$ cat src/rtl/scope_pkg.sv
// Shared definitions for the oscilloscope capture path: FSM state and
// trigger-mode encodings plus the default channel geometry.
package scope_pkg;

    localparam int unsigned DATA_W_DEF       = 12;
    localparam int unsigned ADDR_W_DEF       = 10;
    localparam int unsigned DEPTH_DEF        = 640;
    localparam int unsigned PRETRIG_DEF      = 160;
    localparam int unsigned AUTO_TIMEOUT_DEF = 4096;

    // rate_sel width and the prescaler width it can address (2^(31+1) clocks max)
    localparam int unsigned RATE_W  = 5;
    localparam int unsigned PRESC_W = 32;

    typedef enum logic [2:0] {
        ST_IDLE    = 3'd0,
        ST_PREFILL = 3'd1,
        ST_ARMED   = 3'd2,
        ST_POST    = 3'd3,
        ST_DONE    = 3'd4
    } state_e;

    typedef enum logic [1:0] {
        MODE_AUTO     = 2'd0,
        MODE_NORMAL   = 2'd1,
        MODE_SINGLE   = 2'd2,
        MODE_AUTO_ALT = 2'd3
    } mode_e;

    // Encoding 3 behaves exactly like auto
    function automatic logic mode_is_auto(input logic [1:0] m);
        return (m == 2'(MODE_AUTO)) || (m == 2'(MODE_AUTO_ALT));
    endfunction

endpackage

$ cat src/rtl/sample_tick_gen.sv
// Sample-rate tick generator: free-running prescaler, tick_c pulses for one
// clock whenever the low rate_sel+1 prescaler bits are all ones, i.e. once
// every 2^(rate_sel+1) clocks. A new rate_sel applies on the next match.
//   clock, reset_n : clock and asynchronous active-low reset
//   rate_sel       : log2(tick period) - 1
//   tick_c         : combinational one-cycle tick
module sample_tick_gen
    import scope_pkg::*;
(
    input  logic              clock,
    input  logic              reset_n,
    input  logic [RATE_W-1:0] rate_sel,
    output logic              tick_c
);

    localparam int unsigned MASK_W = PRESC_W + 1;

    logic [PRESC_W-1:0] presc_q;
    logic [PRESC_W-1:0] presc_d;
    logic [PRESC_W-1:0] mask_c;

    // Mask is built one bit wider so rate_sel = 31 yields all 32 ones
    always_comb begin
        presc_d = presc_q + PRESC_W'(1);
        mask_c  = PRESC_W'((MASK_W'(1) << (32'(rate_sel) + 32'd1)) - MASK_W'(1));
        tick_c  = ((presc_q & mask_c) == mask_c);
    end

    always_ff @(posedge clock or negedge reset_n) begin
        if (!reset_n) begin
            presc_q <= '0;
        end else begin
            presc_q <= presc_d;
        end
    end

endmodule

$ cat src/rtl/capture_sequencer.sv
// Trigger/capture sequencer for one oscilloscope channel. Writes ADC samples
// into a circular display buffer on each sample tick, fills PRETRIG samples,
// waits for a level-crossing trigger (or auto timeout), captures the rest of
// the buffer and then freezes it for the display.
//   clock, reset_n        : clock and asynchronous active-low reset
//   rate_sel              : sample tick every 2^(rate_sel+1) clocks
//   sample_in             : ADC reading
//   trig_level/trig_slope : threshold and edge (0 rising, 1 falling)
//   mode                  : 0 auto, 1 normal, 2 single, 3 auto
//   hold                  : freezes capture while high
//   rearm, frame_done     : single-mode restart / display-read-complete pulses
//   wr_en/wr_addr/wr_data : buffer write port
//   trig_addr             : buffer address of the trigger sample
//   buf_valid             : buffer complete and stable
//   triggered             : last capture was a real trigger (0 = auto forced)
//   state                 : current FSM state
module capture_sequencer
    import scope_pkg::*;
#(
    parameter int unsigned DATA_W       = DATA_W_DEF,
    parameter int unsigned ADDR_W       = ADDR_W_DEF,
    parameter int unsigned DEPTH        = DEPTH_DEF,
    parameter int unsigned PRETRIG      = PRETRIG_DEF,
    parameter int unsigned AUTO_TIMEOUT = AUTO_TIMEOUT_DEF
) (
    input  logic              clock,
    input  logic              reset_n,
    input  logic [RATE_W-1:0] rate_sel,
    input  logic [DATA_W-1:0] sample_in,
    input  logic [DATA_W-1:0] trig_level,
    input  logic              trig_slope,
    input  logic [1:0]        mode,
    input  logic              hold,
    input  logic              rearm,
    input  logic              frame_done,
    output logic              wr_en,
    output logic [ADDR_W-1:0] wr_addr,
    output logic [DATA_W-1:0] wr_data,
    output logic [ADDR_W-1:0] trig_addr,
    output logic              buf_valid,
    output logic              triggered,
    output logic [2:0]        state
);

    localparam int unsigned CNT_W  = ADDR_W + 1;
    localparam int unsigned TO_W   = $clog2(AUTO_TIMEOUT + 1);
    localparam int unsigned POST_N = DEPTH - PRETRIG - 1;

    state_e            state_q,     state_d;
    logic [DATA_W-1:0] samp_q,      samp_d;
    logic [DATA_W-1:0] prev_q,      prev_d;
    logic              wr_en_q,     wr_en_d;
    logic [ADDR_W-1:0] wr_addr_q,   wr_addr_d;
    logic [ADDR_W-1:0] trig_addr_q, trig_addr_d;
    logic              buf_valid_q, buf_valid_d;
    logic              triggered_q, triggered_d;
    logic [CNT_W-1:0]  cnt_q,       cnt_d;
    logic [TO_W-1:0]   to_q,        to_d;

    logic              tick_c;
    logic              capturing_c;
    logic              qtick_c;
    logic              trig_hit_c;
    logic              is_single_c;
    logic [TO_W-1:0]   to_inc_c;

    sample_tick_gen u_tick (
        .clock    (clock),
        .reset_n  (reset_n),
        .rate_sel (rate_sel),
        .tick_c   (tick_c)
    );

    // Qualified tick: accepts a sample; the write follows on the next cycle
    always_comb begin
        capturing_c = (state_q == ST_PREFILL) || (state_q == ST_ARMED) ||
                      (state_q == ST_POST);
        qtick_c     = tick_c && capturing_c && !hold;
        is_single_c = (mode == 2'(MODE_SINGLE));
    end

    // Level crossing between the previous and the freshly registered sample
    always_comb begin
        if (trig_slope) begin
            trig_hit_c = (prev_q > trig_level) && (samp_q <= trig_level);
        end else begin
            trig_hit_c = (prev_q < trig_level) && (samp_q >= trig_level);
        end
    end

    // Next-state and datapath. All counting happens in the write cycle
    // (wr_en_q = 1); a sample accepted on a tick always completes its write.
    // Ticks are never back to back, so a write cycle never carries a new tick.
    always_comb begin
        state_d     = state_q;
        samp_d      = samp_q;
        prev_d      = prev_q;
        wr_en_d     = qtick_c;
        wr_addr_d   = wr_addr_q;
        trig_addr_d = trig_addr_q;
        triggered_d = triggered_q;
        cnt_d       = cnt_q;
        to_d        = to_q;
        to_inc_c    = (to_q == TO_W'(AUTO_TIMEOUT)) ? to_q : to_q + TO_W'(1);

        if (qtick_c) begin
            samp_d = sample_in;
            prev_d = samp_q;
        end

        if (wr_en_q) begin
            wr_addr_d = (wr_addr_q == ADDR_W'(DEPTH - 1)) ? '0
                                                          : wr_addr_q + ADDR_W'(1);
        end

        case (state_q)
            ST_IDLE: begin
                if (!hold) begin
                    state_d = ST_PREFILL;
                    cnt_d   = '0;
                end
            end
            ST_PREFILL: begin
                if (wr_en_q) begin
                    if (cnt_q == CNT_W'(PRETRIG - 1)) begin
                        state_d = ST_ARMED;
                        cnt_d   = '0;
                        to_d    = '0;
                    end else begin
                        cnt_d = cnt_q + CNT_W'(1);
                    end
                end
            end
            ST_ARMED: begin
                if (wr_en_q) begin
                    to_d = to_inc_c;
                    if (trig_hit_c) begin
                        state_d     = ST_POST;
                        trig_addr_d = wr_addr_q;
                        triggered_d = 1'b1;
                        cnt_d       = '0;
                    end else if (mode_is_auto(mode) &&
                                 (to_inc_c == TO_W'(AUTO_TIMEOUT))) begin
                        state_d     = ST_POST;
                        trig_addr_d = wr_addr_q;
                        triggered_d = 1'b0;
                        cnt_d       = '0;
                    end
                end
            end
            ST_POST: begin
                if (POST_N == 0) begin
                    state_d = ST_DONE;
                end else if (wr_en_q) begin
                    if ((32'(cnt_q) + 32'd1) == POST_N) begin
                        state_d = ST_DONE;
                        cnt_d   = '0;
                    end else begin
                        cnt_d = cnt_q + CNT_W'(1);
                    end
                end
            end
            ST_DONE: begin
                // hold masks the restart event; it is not remembered
                if (!hold && (is_single_c ? rearm : frame_done)) begin
                    state_d = ST_PREFILL;
                    cnt_d   = '0;
                end
            end
            default: begin
                state_d = ST_IDLE;
            end
        endcase

        // Tracks the next state so the flag falls on the same edge DONE is left
        buf_valid_d = (state_d == ST_DONE);
    end

    always_ff @(posedge clock or negedge reset_n) begin
        if (!reset_n) begin
            state_q     <= ST_IDLE;
            samp_q      <= '0;
            prev_q      <= '0;
            wr_en_q     <= 1'b0;
            wr_addr_q   <= '0;
            trig_addr_q <= '0;
            buf_valid_q <= 1'b0;
            triggered_q <= 1'b0;
            cnt_q       <= '0;
            to_q        <= '0;
        end else begin
            state_q     <= state_d;
            samp_q      <= samp_d;
            prev_q      <= prev_d;
            wr_en_q     <= wr_en_d;
            wr_addr_q   <= wr_addr_d;
            trig_addr_q <= trig_addr_d;
            buf_valid_q <= buf_valid_d;
            triggered_q <= triggered_d;
            cnt_q       <= cnt_d;
            to_q        <= to_d;
        end
    end

    assign wr_en     = wr_en_q;
    assign wr_addr   = wr_addr_q;
    assign wr_data   = samp_q;
    assign trig_addr = trig_addr_q;
    assign buf_valid = buf_valid_q;
    assign triggered = triggered_q;
    assign state     = state_q;

endmodule
$ cat config.mk
export PLATFORM = sky130hd
export DESIGN_NAME = capture_sequencer
export DESIGN_NICKNAME = d
export VERILOG_FILES = /design/src/rtl/scope_pkg.sv /design/src/rtl/sample_tick_gen.sv /design/src/rtl/capture_sequencer.sv
export SDC_FILE = /design/constraint.sdc
export NUM_CORES = 1
export LEC_CHECK = 0
export CORE_UTILIZATION = 50
export CTS_CLUSTER_DIAMETER = 120
export DETAILED_ROUTE_END_ITERATION = 8
export PLACE_DENSITY = 0.79
export SETUP_SLACK_MARGIN = 0.3
export SLEW_MARGIN = 20
export SYNTH_ARGS = -nofsm -noshare
export SYNTH_HDL_FRONTEND = slang
export SYNTH_SLANG_ARGS = --single-unit
$ cat constraint.sdc
create_clock -name clock -period 2.94 [get_ports clock]
set_clock_uncertainty 0.1 [all_clocks]
set_input_delay 0.882 -clock clock [delete_from_list [all_inputs] [get_ports clock]]
set_output_delay 0.882 -clock clock [all_outputs]
set_load 0.01 [all_outputs]
; ---- Yosys cells after proc, flatten, opt, wreduce, memory -nomap -nowiden
; Cells that the tools add are included.
[op_classes]
muxes = 32
magnitude_cmp = 4
add_sub_neg = 7
bitwise_logic = 1
shifts = 1
eq_ne = 20
reduce_logical = 18
[ops]
columns = cell, count
row1 = 11-bit 2-to-1 mux, 9
row2 = 11-bit case mux with 5 select lines, 1
row3 = 13-bit 2-to-1 mux, 4
row4 = 32-bit by 1-bit adder with 32-bit output (second input constant), 1
row5 = 32-bit bitwise AND, 1
row6 = 32-bit equality test, 1
row7 = 1-bit by 32-bit left shift with 32-bit output (first input constant), 1
row8 = 32-bit by 2-bit subtractor with 32-bit output (second input constant), 1
row9 = 10-bit 2-to-1 mux, 3
row10 = 3-bit 2-to-1 mux, 9
row11 = 13-bit equality test (second input constant), 2
row12 = 13-bit case mux with 2 select lines, 1
row13 = 3-bit case mux with 5 select lines, 1
row14 = 13-bit by 1-bit adder with 13-bit output (second input constant), 1
row15 = 11-bit by 1-bit adder with 12-bit output (second input constant), 1
row16 = 12-bit by 9-bit equality test with 1-bit output (second input constant), 1
row17 = 12-bit >= comparator, 1
row18 = 12-bit greater-than comparator, 1
row19 = 12-bit less-or-equal comparator, 1
row20 = 12-bit less-than comparator, 1
row21 = 11-bit by 1-bit adder with 11-bit output (second input constant), 1
row22 = 11-bit by 8-bit equality test with 1-bit output (second input constant), 1
row23 = 10-bit by 1-bit adder with 10-bit output (second input constant), 1
row24 = 10-bit equality test (second input constant), 1
row25 = other kinds (19), 37
[totals]
register_bits = 106
in_bits = 37
wordCells = 94
output_inout_bits = 38

; ---- Logic depth before layout (Yosys ltp)
; Gate-level depths: netlist of the first run.
[depth]
depth_word = 9
mapped_depth = 16
depth_no_buf = 12

; ---- Modules after synthesis
; From an unflattened synthesis of the first run, not the netlist that was laid out.
[unflattened]
hier_cells = 691
hier_area_um2 = 6540.0
[modules_own_cells]
columns = mod, cells_each, area_each_um2, seq_area_each_um2, n_inst
row1 = capture_sequencer, 443, 4394.2, 1851.8, 1
row2 = sample_tick_gen, 248, 2145.8, 800.8, 1

; ---- Least setup slack after synthesis of the first run
; Ideal clock, no wire load.
[synth_path]
path_kind = input to register
start = input rate_sel[2]
end = register prev_q[10]
setup_ps = 125
required_ps = 2715
t_arrival_ps = 3666
slack_ps = -951
stages = 15
n_path_buf = 3
path_cell_list = buf_2 or3_4 nor2_1 inv_1 ha_1 nor2b_1 a22o_1 nand2_1 a21oi_1 a21oi_1 o2111ai_1 or4_1 buf_4 buf_6 mux2_4
[synth_between]
elab_chain_len = 7
[synth_lines]
columns = element, line_no
row1 = start: declaration, capture_sequencer.sv:28  ; input logic [RATE_W-1:0] rate_sel,
row2 = 5-bit by 1-bit adder with 6-bit output (*), sample_tick_gen.sv:25  ; mask_c = PRESC_W'((MASK_W'(1) << (32'(rate_sel) + 32'd1)) - MASK_W'(1));
row3 = 1-bit by 32-bit left shift with 32-bit output (*), sample_tick_gen.sv:25
row4 = 32-bit by 2-bit subtractor with 32-bit output (*), sample_tick_gen.sv:25
row5 = 32-bit bitwise AND, sample_tick_gen.sv:26  ; tick_c = ((presc_q & mask_c) == mask_c);
row6 = 32-bit equality test (*), sample_tick_gen.sv:26
row7 = 1-bit logical AND (*) (2 in series), capture_sequencer.sv:78  ; qtick_c = tick_c && capturing_c && !hold;
row8 = end signal: assignment, capture_sequencer.sv:194  ; prev_q <= prev_d;
row9 = end: declaration, capture_sequencer.sv:51  ; logic [DATA_W-1:0] prev_q, prev_d;
; Every way passes the cells marked *; elsewhere a longest branch is shown, timed or not.
; A chain may end at the register's enable or synchronous reset.

; ---- Final worst setup path of the first run
[layout_path]
start = input rate_sel[1]
end = register samp_q[3] (netlist: wr_data[3])
[layout_between]
elab_chain_len = 7
[layout_lines]
columns = element, line_no
row1 = 5-bit by 1-bit adder with 6-bit output (*), sample_tick_gen.sv:25
row2 = 1-bit by 32-bit left shift with 32-bit output (*), sample_tick_gen.sv:25
row3 = 32-bit by 2-bit subtractor with 32-bit output (*), sample_tick_gen.sv:25
row4 = 32-bit bitwise AND, sample_tick_gen.sv:26
row5 = 32-bit equality test (*), sample_tick_gen.sv:26
row6 = 1-bit logical AND (*) (2 in series), capture_sequencer.sv:78
row7 = end signal: assignment, capture_sequencer.sv:193  ; samp_q <= samp_d;
row8 = end: declaration, capture_sequencer.sv:50  ; logic [DATA_W-1:0] samp_q, samp_d;
; Marks and branches as above.

==> flow_summary.json, run 1 <==
{
  "final_max_slew_viol_count": 0,
  "netlist_top_cells_area": "dfrtp_1 (42%), ha_1 (6.3%), xnor2_1 (4.3%)",
  "core_area_um2": 12200,
  "first_global_vias": 5875,
  "stdcell_count": 967,
  "drt_iter0_drc": 600,
  "p_leak_nw": 3.76,
  "syn-instance-count": 676,
  "maxSlewHeadroom_pct": 58.8,
  "crit_type": "input port to flop",
  "synth.avg_cell_area_um2": 9.39,
  "hold_buffers": 0,
  "placed_area_um2": 7630,
  "whs_ns": 0.392,
  "p_switching_mw": 0.762,
  "synth-edff-count": 0,
  "tns_ns": -15.98,
  "async_flop_share_pct": 100,
  "dr.pass1.iters": 6,
  "antenna_cells": 0,
  "hpwl_um": 11600,
  "setup_slack_ns": -0.630,
  "violations": "negative setup slack",
  "insertion_delay_ns": 0.36,
  "routed_via_density": 6.12,
  "post_drt_wl_per_cell_um": 19.4,
  "die_area_um2": 13100,
  "ys_ff_latch": 106,
  "hold_path.class": "input port to async pin",
  "synth_common_cells": "dfrtp_1 (106), nor2_1 (59), nand2_1 (58)",
  "cts_root_buf": "clkbuf_16",
  "ant_nets": 0,
  "grt_max_degree": 43,
  "p_sw_share_pct": 25.7,
  "worst-r2r-cell-count": 14,
  "htreeDepth": 3,
  "reg2reg_setup_slack_ns": 0.11,
  "fin_crit_sh_pct": 121,
  "pwr-share-seq_pct": 49.2,
  "fmax_mhz": 280,
  "die_w_um": 115,
  "pwr-share-comb_pct": 9.5,
  "yosysTopAreaCell": "dfrtp_1",
  "filler_cell_count": 850,
  "cts_tree": "done",
  "synth_area_um2": 6340,
  "r2r-start": "prev_q[1]",
  "drt_wl_total_um": 18800,
  "worst_pin_slew_ns": 0.611,
  "path_clk_slew_ns": 0.08,
  "numCtsBuffers": 9,
  "ir_worst_vdd_mv": 0.248,
  "grt_overflow_total": 0,
  "cap_violations": 0,
  "gp_congestion": 0.943,
  "ys.flop_type": "dfrtp_1",
  "ios": 75,
  "pre_cts_ws_ns": -1.41,
  "clk_path_buf_depth": 2,
  "drive_above_1_share_pct": 27.8,
  "r2r-end": "cnt_q[1]",
  "startpoint": "rate_sel[1]",
  "die_y_um": 115,
  "yosysMostFrequentCell": "dfrtp_1",
  "grtUsageTotal_pct": 28.3,
  "ys_seq_area_share_pct": 41.8,
  "startpoint_type": "input port",
  "fin_area_um2": 8680,
  "area_growth_syn_to_layout_pct": 36.9,
  "dr_total_vias": 5917,
  "antenna_found_initial": 0,
  "drc": 0,
  "portBuffers": 74,
  "setup.worst_path.end_class": "flop",
  "finalHoldViolations": 0,
  "worst_ep_arrival_time_ns": 3.72,
  "rsz0062_at_grt": "yes",
  "layout.nets": 863,
  "powerDensity_nw_per_um2": 341,
  "setup_viol_count_final": 44,
  "min_period_ns": 3.57,
  "ys_types": 66,
  "intPower_mw": 2.20,
  "rows": 40,
  "initial_core_util_pct": 52.0,
  "cp.required_ns": 3.09,
  "status": "finished, violations left",
  "syn_nets": 745,
  "grt_pass1_wl_um": 29000,
  "dp_cells": 933,
  "synth_top_area_share_pct": 41.8,
  "clock_sinks": 106,
  "yosys_warnings": 0,
  "p_clk_share_pct": 41.3,
  "worstPathMaxFanout": 6
}
[power groups by stage]
stage	registers [mW]	logic (mW)	clock network [mW]
4_1_cts	1.46	0.253	1.23
3_5_place_dp	1.49	0.237	0
3_3_place_gp	1.49	0.229	0
6_report	1.46	0.281	1.22
2_1_floorplan	1.49	0.103	0
5_1_grt	1.46	0.304	1.29
[worst max-delay path by stage]
stage                  endpoint  slack, ns  cells after the start
floorplan            prev_q[10]      -0.24                     11
CTS                  wr_data[0]      -0.59                     13
global placement    wr_data[11]      -1.26                     14
detailed placement   wr_data[0]      -1.41                     13
global route         wr_data[4]      -0.70                     14
finish               wr_data[3]      -0.63                     14
[layout make-up]
| cell class | count | area, um2 | area share, % |
|---|---|---|---|
| Sequential cell | 106 | 2660 | 30.6 |
| Multi-Input combinational cell | 510 | 4010 | 46.2 |
| Clock buffer | 10 | 239 | 2.75 |
| Inverter | 30 | 133 | 1.53 |
| Tap cell | 168 | 210 | 2.42 |
| Clock inverter | 6 | 57.6 | 0.663 |
| Timing Repair Buffer | 137 | 1380 | 15.8 |
[metrics by stage]
stage / utilization, % / power, mW
global route: 71.1 / 3.06
finish: 71.1 / 2.97
global placement: 62.5 / 1.72
detailed placement: 62.5 / 1.73
floorplan: - / 1.59
CTS: 69.0 / 2.95
[placed cells by master, fill, tap and decap left out, types with 24 or more instances in the layout]
| master | Yosys | layout |
|---|---|---|
| a21oi_1 | 30 | 24 |
| buf_4 | 1 | 43 |
| clkdlybuf4s50_1 | 0 | 56 |
| dfrtp_1 | 106 | 104 |
| mux2_4 | 18 | 26 |
| nand2_1 | 58 | 50 |
| nand3_1 | 32 | 29 |
| nor2_1 | 59 | 58 |
| o21ai_0 | 53 | 39 |
| xnor2_1 | 31 | 31 |
[timing repair]
item,CTS,global route
setup buffers,11,3
resized for setup,130,48
pin swaps,37,25
endpoints found under the setup margin,48,48
gates cloned,3,1
[flip-flops by register name (all words and copies together), names as in the netlist, 3 cells and up]
| register | cells |
|---|---|
| wr_data | 12 |
| u_tick.presc_q | 32 |
| state | 3 |
| cnt_q | 11 |
| trig_addr | 10 |
| to_q | 13 |
| wr_addr | 10 |
| prev_q | 12 |
[routing by layer]
metal  wire length, um  share of wire, %  GRT usage (%)  up-vias
li1                  -                 -              -     2667
met1              7260                39           33.9     2861
met2              9530                51           50.1      310
met3              1240               6.6           5.13       79
met4               751               4.0           11.3        0
met5                 0                 0              0        -
[worst max-delay path, cell delays in order]
cell and delay [ns]:
buf_6 0.09, or3_4 0.40, nor2_4 0.12, inv_2 0.06, ha_4 0.16, nor2b_1 0.15, a32oi_1 0.16, o22a_1 0.15
nor2_1 0.04, nor4_1 0.21, nand3_1 0.14, or4_4 0.65, buf_16 0.20, mux2_4 0.30
[logic make-up after synthesis]
| family | after synthesis | synth area share [%] |
|---|---|---|
| AOI/OAI and AO/OA | 153 | 15.1 |
| adders and majority gates | 32 | 6.31 |
| and+or+nand+nor | 244 | 19.2 |
| muxes | 36 | 7.39 |
| buffers and inverters | 60 | 4.04 |
| xor gates and xnor gates | 44 | 6.07 |
| DFF | 106 | 41.8 |
| other | 1 | 0.0591 |
Power figures use the tool's default switching activity.
==> run 2, diff against run 1 <==
--- a/config.mk
+++ b/config.mk
@@ -5,6 +5,8 @@
 export SDC_FILE = /design/constraint.sdc
 export NUM_CORES = 1
 export LEC_CHECK = 0
+export CAP_MARGIN = 20
+export CORE_ASPECT_RATIO = 0.9
 export CORE_UTILIZATION = 50
 export CTS_CLUSTER_DIAMETER = 120
 export DETAILED_ROUTE_END_ITERATION = 8
==> run 2 against run 1 <==
  * The run still ends with negative setup slack left
  * Critical endpoint is now wr_data[9]
  * First-iteration DRC count shrank 16%
  * Final area up 0.72%
  * Utilization increased by 0.47 points
  * Final cell count is 0.10% lower
  * Largest power group unchanged
  * Register-to-register slack worse by 0.09 ns
  * Setup slack worse by 0.11 ns
==> flow_summary.json, run 2 (same netlist as run 1, synthesis figures left out) <==
{
  "setup_slack_ns": -0.736,
  "htreeDepth": 3,
  "slowest_stage": "or4_4",
  "cap_violations": 0,
  "rows": 38,
  "layout.nets": 872,
  "drt_iter0_drc": 507,
  "area_growth_syn_to_layout_pct": 37.8,
  "p_switching_mw": 0.696,
  "p_sw_share_pct": 22.9,
  "placed_area_um2": 7620,
  "min_period_ns": 3.68,
  "grt_max_degree": 50,
  "drt_wl_total_um": 19100,
  "gp_congestion": 0.888,
  "ios": 75,
  "ant_nets": 0,
  "tns_ns": -19.18,
  "grt_pass1_wl_um": 28500,
  "clk_path_buf_depth": 2,
  "worst_path_largest_cell_delay_ns": 0.64,
  "insertion_delay_ns": 0.34,
  "violations": "negative setup slack",
  "setup_viol_count_final": 43,
  "grt_overflow_total": 0,
  "intPower_mw": 2.35,
  "cp.required_ns": 3.07,
  "antenna_cells": 0,
  "worstPathMaxFanout": 11,
  "cts_root_buf": "clkbuf_16",
  "core_area_um2": 12200,
  "ir_worst_vdd_mv": 0.368,
  "reg2reg_setup_slack_ns": 0.02,
  "hpwl_um": 11100,
  "drc": 0,
  "worst-r2r-cell-count": 11,
  "p_leak_nw": 3.83,
  "pwr-share-comb_pct": 9.5,
  "p_total_mw": 3.05,
  "hold_path.class": "input port to async pin",
  "finalHoldViolations": 0,
  "antenna_found_initial": 0,
  "clock_sinks": 106,
  "pre_cts_ws_ns": -1.36,
  "first_global_vias": 5651,
  "rsz0062_at_grt": "yes",
  "startpoint": "rate_sel[3]",
  "post_drt_wl_per_cell_um": 19.8,
  "stdcell_count": 966,
  "top_regs": "u_tick.presc_q x32, to_q x13",
  "fin_crit_sh_pct": 125,
  "p_clk_share_pct": 42.6,
  "final_max_slew_viol_count": 0,
  "fin_area_um2": 8750,
  "die_y_um": 109,
  "status": "finished, violations left",
  "die_area_um2": 13100,
  "crit_buf_inv": 5,
  "die_w_um": 121,
  "worst_ep_arrival_time_ns": 3.81,
  "initial_core_util_pct": 51.9,
  "powerDensity_nw_per_um2": 348,
  "final_cell_mix": "dfrtp_1 (104), nor2_1 (58), clkdlybuf4s50_1 (55)",
  "crit_type": "input port to flop",
  "fmax_mhz": 272,
  "r2r-end": "cnt_q[4]",
  "whs_ns": 0.363,
  "dr.pass1.iters": 5,
  "drive_above_1_share_pct": 27.5,
  "grtUsageTotal_pct": 27.7,
  "dr_total_vias": 5964,
  "crit_path_frequent_cell": "buf_4",
  "final_common_cell": "dfrtp_1",
  "largest-register": "u_tick.presc_q",
  "r2r-start": "prev_q[9]",
  "post-route-util_pct": 71.6,
  "dp_cells": 925,
  "path_cells": "clkdlybuf4s15_1, or2_4, nor2_4, inv_2, ha_4, buf_4, nor2_1, buf_4, a32oi_1, o22ai_1, nor3_2, nand3_1, or4_4, buf_12, mux2_4",
  "cts_tree": "done",
  "path_clk_slew_ns": 0.07,
  "pwr-share-seq_pct": 47.9,
  "portBuffers": 74,
  "numCtsBuffers": 9,
  "largest_reg_flops": 32,
  "routed_via_density": 6.17,
  "path_delay_family": "simple AND/OR/NAND/NOR gates",
  "startpoint_type": "input port",
  "setup.worst_path.end_class": "flop"
}
[run 2: cell types whose count changed in the layout (fill, tap and decap cells not counted), moves of 3 or more]
| cell | delta |
|---|---|
| a21oi_1 | +3 |
| buf_2 | +4 |
| buf_4 | +8 |
| ha_1 | -4 |
| ha_4 | +3 |
| inv_2 | -6 |
| inv_4 | +5 |
| o21ai_1 | +6 |
| o21ai_2 | -5 |
| o31ai_4 | -3 |
[run 2: power by group through the flow]
stage / Sequential, mW / Clock [mW] / Combinational, mW
detailed placement: 1.49 / 0 / 0.238
global route: 1.46 / 1.36 / 0.309
floorplan: 1.49 / 0 / 0.103
finish: 1.46 / 1.30 / 0.289
global placement: 1.49 / 0 / 0.232
CTS: 1.46 / 1.31 / 0.253
[run 2: cell type report]
type / instances / area [um2]
flip-flops and latches: 106 / 2660
clock buffers: 10 / 239
multi-input cells: 510 / 3990
repair buffers: 146 / 1440
well taps: 160 / 200
fillers: 803 / 3470
inverters: 30 / 145
clock inverters: 4 / 76.3
[run 2: timing repair]
| action | 4_1_cts | 5_1_grt |
|---|---|---|
| buffers inserted | 9 | 14 |
| hold buffers | 0 | 0 |
| pin swaps | 11 | 24 |
| resized for setup | 121 | 59 |
| gates cloned | 3 | 1 |
| endpoints found under the setup margin | 48 | 48 |
[run 2: how the worst max path moves through the flow]
stage                       endpoint  slack (ns)  cells after the start
after floorplan           prev_q[10]       -0.24                     11
after global placement     prev_q[8]       -1.25                     14
final                     wr_data[9]       -0.74                     15
after detailed placement   prev_q[8]       -1.36                     14
after CTS                  prev_q[6]       -0.63                     13
after global routing      wr_data[9]       -0.79                     15
[run 2: per-layer routing]
layer / global-route usage (%) / part of all wire, % / vias up
li1: - / - / 2682
met1: 34.7 / 39 / 2925
met2: 48.7 / 50 / 282
met3: 5.13 / 6.5 / 75
met4: 8.73 / 4.2 / 0
met5: 0 / 0 / -
[run 2: worst reg2reg max path, cell delays in order (launching register included)]
cell,delay [ns]
dfrtp_1,0.47
ha_4,0.33
nand4_1,0.22
a211oi_4,0.39
o311ai_4,0.13
o2bb2ai_2,0.21
buf_6,0.15
o41ai_4,0.09
buf_4,0.16
buf_6,0.13
or4_1,0.41
nand3_1,0.08
==> run 3, diff against run 2 <==
--- a/config.mk
+++ b/config.mk
@@ -6,11 +6,13 @@
 export NUM_CORES = 1
 export LEC_CHECK = 0
 export CAP_MARGIN = 20
+export CELL_PAD_IN_SITES_DETAIL_PLACEMENT = 0
+export CELL_PAD_IN_SITES_GLOBAL_PLACEMENT = 2
 export CORE_ASPECT_RATIO = 0.9
-export CORE_UTILIZATION = 50
+export CORE_UTILIZATION = 35
 export CTS_CLUSTER_DIAMETER = 120
 export DETAILED_ROUTE_END_ITERATION = 8
-export PLACE_DENSITY = 0.79
+export PLACE_DENSITY = 0.86
 export SETUP_SLACK_MARGIN = 0.3
 export SLEW_MARGIN = 20
 export SYNTH_ARGS = -nofsm -noshare
==> run 3 against run 2 <==
  * The flow still finishes with violations (negative setup slack)
  * Total power grew 4.2%
  * Worst hold slack lost 0.029 ns
  * Register-to-register slack improved by 0.11 ns
  * Clock power increased by 11%
  * Sequential power about the same
  * Sequential share of layout area decreased by 0.87 points
  * Die area rose by 42%
  * Utilization is 21 points lower
  * Final area up 3.0%
  * Sequential cell count unchanged
  * Combinational power shrank 6%
  * Global-route usage down 8.0 points
  * Critical path type unchanged
  * Highest routed layer unchanged
==> flow_summary.json, run 3 (same netlist as run 1, synthesis figures left out) <==
{
  "ant_nets": 0,
  "r2r-start": "to_q[0]",
  "worstPathMaxFanout": 7,
  "pwr-share-comb_pct": 8.6,
  "startpoint_type": "input port",
  "pre_cts_ws_ns": -1.31,
  "met3WireLength_um": 771,
  "dr_total_vias": 5641,
  "area_growth_syn_to_layout_pct": 42.0,
  "die_y_um": 130,
  "wl_met1_um": 8410,
  "top_regs": "u_tick.presc_q x32, to_q x13",
  "tns_ns": -13.80,
  "cap_violations": 0,
  "rows": 46,
  "placed_area_um2": 7780,
  "path_cells": "buf_2, or3_4, nor2_4, inv_2, ha_4, nor4b_4, a31o_2, a32oi_1, nor2_1, nor3_1, nand3_1, or4_4, buf_12, mux2_4",
  "worst_path_largest_cell_delay_ns": 0.63,
  "first_global_vias": 5535,
  "clk_path_buf_depth": 2,
  "rsz0062_at_grt": "yes",
  "setup.worst_path.end_class": "flop",
  "reg2reg_setup_slack_ns": 0.13,
  "ir_worst_vdd_mv": 0.238,
  "antenna_found_initial": 0,
  "core_area_um2": 17700,
  "cp.required_ns": 3.08,
  "drive_above_1_share_pct": 29.8,
  "fin_crit_sh_pct": 119,
  "violations": "negative setup slack",
  "hold_buffers": 0,
  "path_clk_slew_ns": 0.07,
  "p_switching_mw": 0.747,
  "whs_ns": 0.334,
  "grt_max_degree": 44,
  "portBuffers": 74,
  "antenna_cells": 0,
  "final_common_cell": "dfrtp_1",
  "post_drt_wl_per_cell_um": 17.1,
  "slowest_stage": "or4_4",
  "powerDensity_nw_per_um2": 352,
  "dr_wl_met2_um": 8480,
  "min_period_ns": 3.51,
  "setup_viol_count_final": 33,
  "worst-r2r-cell-count": 13,
  "initial_core_util_pct": 35.9,
  "routed_via_density": 5.37,
  "p_leak_nw": 3.89,
  "largest_reg_flops": 32,
  "setup_slack_ns": -0.572,
  "post-route-util_pct": 51.0,
  "worst_ep_arrival_time_ns": 3.65,
  "die_w_um": 144,
  "finalHoldViolations": 0,
  "layout.nets": 874,
  "dr.max_layer_used": "met4",
  "final_max_slew_viol_count": 0,
  "hpwl_um": 11900,
  "status": "finished, violations left",
  "fmax_mhz": 285,
  "die_area_um2": 18700,
  "dp_cells": 1011,
  "cts_root_buf": "clkbuf_16",
  "p_total_mw": 3.17,
  "p_clk_share_pct": 45.4,
  "crit_end": "wr_data[4]",
  "drt_iter0_drc": 284,
  "fin_area_um2": 9010,
  "gp_congestion": 0.874,
  "numCtsBuffers": 9,
  "drt_wl_total_um": 17900,
  "final_cell_mix": "dfrtp_1 (102), nor2_1 (58), buf_4 (56)",
  "grt_overflow_total": 0,
  "p_sw_share_pct": 23.5,
  "htreeDepth": 3,
  "drc": 0,
  "clock_sinks": 106,
  "grt_pass1_wl_um": 28400,
  "largest-register": "u_tick.presc_q",
  "startpoint": "rate_sel[2]",
  "insertion_delay_ns": 0.36,
  "dr.pass1.iters": 5,
  "stdcell_count": 1050,
  "hold_path.class": "input port to async pin",
  "pwr-share-seq_pct": 46.0,
  "ios": 75,
  "crit_type": "input port to flop",
  "intPower_mw": 2.43,
  "r2r-end": "trig_addr[0]",
  "grtUsageTotal_pct": 19.7,
  "cts_tree": "done"
}
## run 3: what timing repair did
item / CTS / global route
buffers inserted: 13 / 6
gates resized for setup: 135 / 62
setup endpoints to repair: 48 / 49
pin swaps: 48 / 18
cloned: 3 / 1
## run 3: worst min-delay path by stage
stage / start / endpoint / depth (start not counted)
floorplan: u_tick.presc_q[31] / u_tick.presc_q[31] / 1
global placement: triggered / triggered / 2
detailed placement: triggered / triggered / 2
CTS: reset_n / prev_q[2] / 1
global route: reset_n / prev_q[2] / 1
finish: reset_n / wr_data[2] / 1
## run 3: per-layer routing
layer,vias up,global-route usage (%)
li1,2683,-
met2,148,31.9
met5,-,0
met3,22,4.04
met1,2788,26.6
met4,0,6.13
## run 3: critical path: cells and delay by family
kind	cells	cell delay [ns]
buffers and inverters	3	0.36
AOI/OAI and AO/OA	2	0.39
adders and majority gates	1	0.17
muxes	1	0.30
and+or+nand+nor	7	1.56
## run 3: power groups by stage
stage                     logic, mW  registers, mW  clock network, mW
final                         0.273           1.46               1.44
after global routing          0.299           1.46               1.54
after CTS                     0.261           1.46               1.48
after detailed placement      0.243           1.49                  0
after global placement        0.241           1.49                  0
after floorplan               0.103           1.49                  0
## run 3: cell type report
class | count | area, um2
clock buffers | 9 | 225
clock inverters | 7 | 124
fillers | 1600 | 8660
inverters | 30 | 140
multi-input cells | 510 | 4120
flip-flops and latches | 106 | 2660
well taps | 240 | 300
repair buffers | 148 | 1450
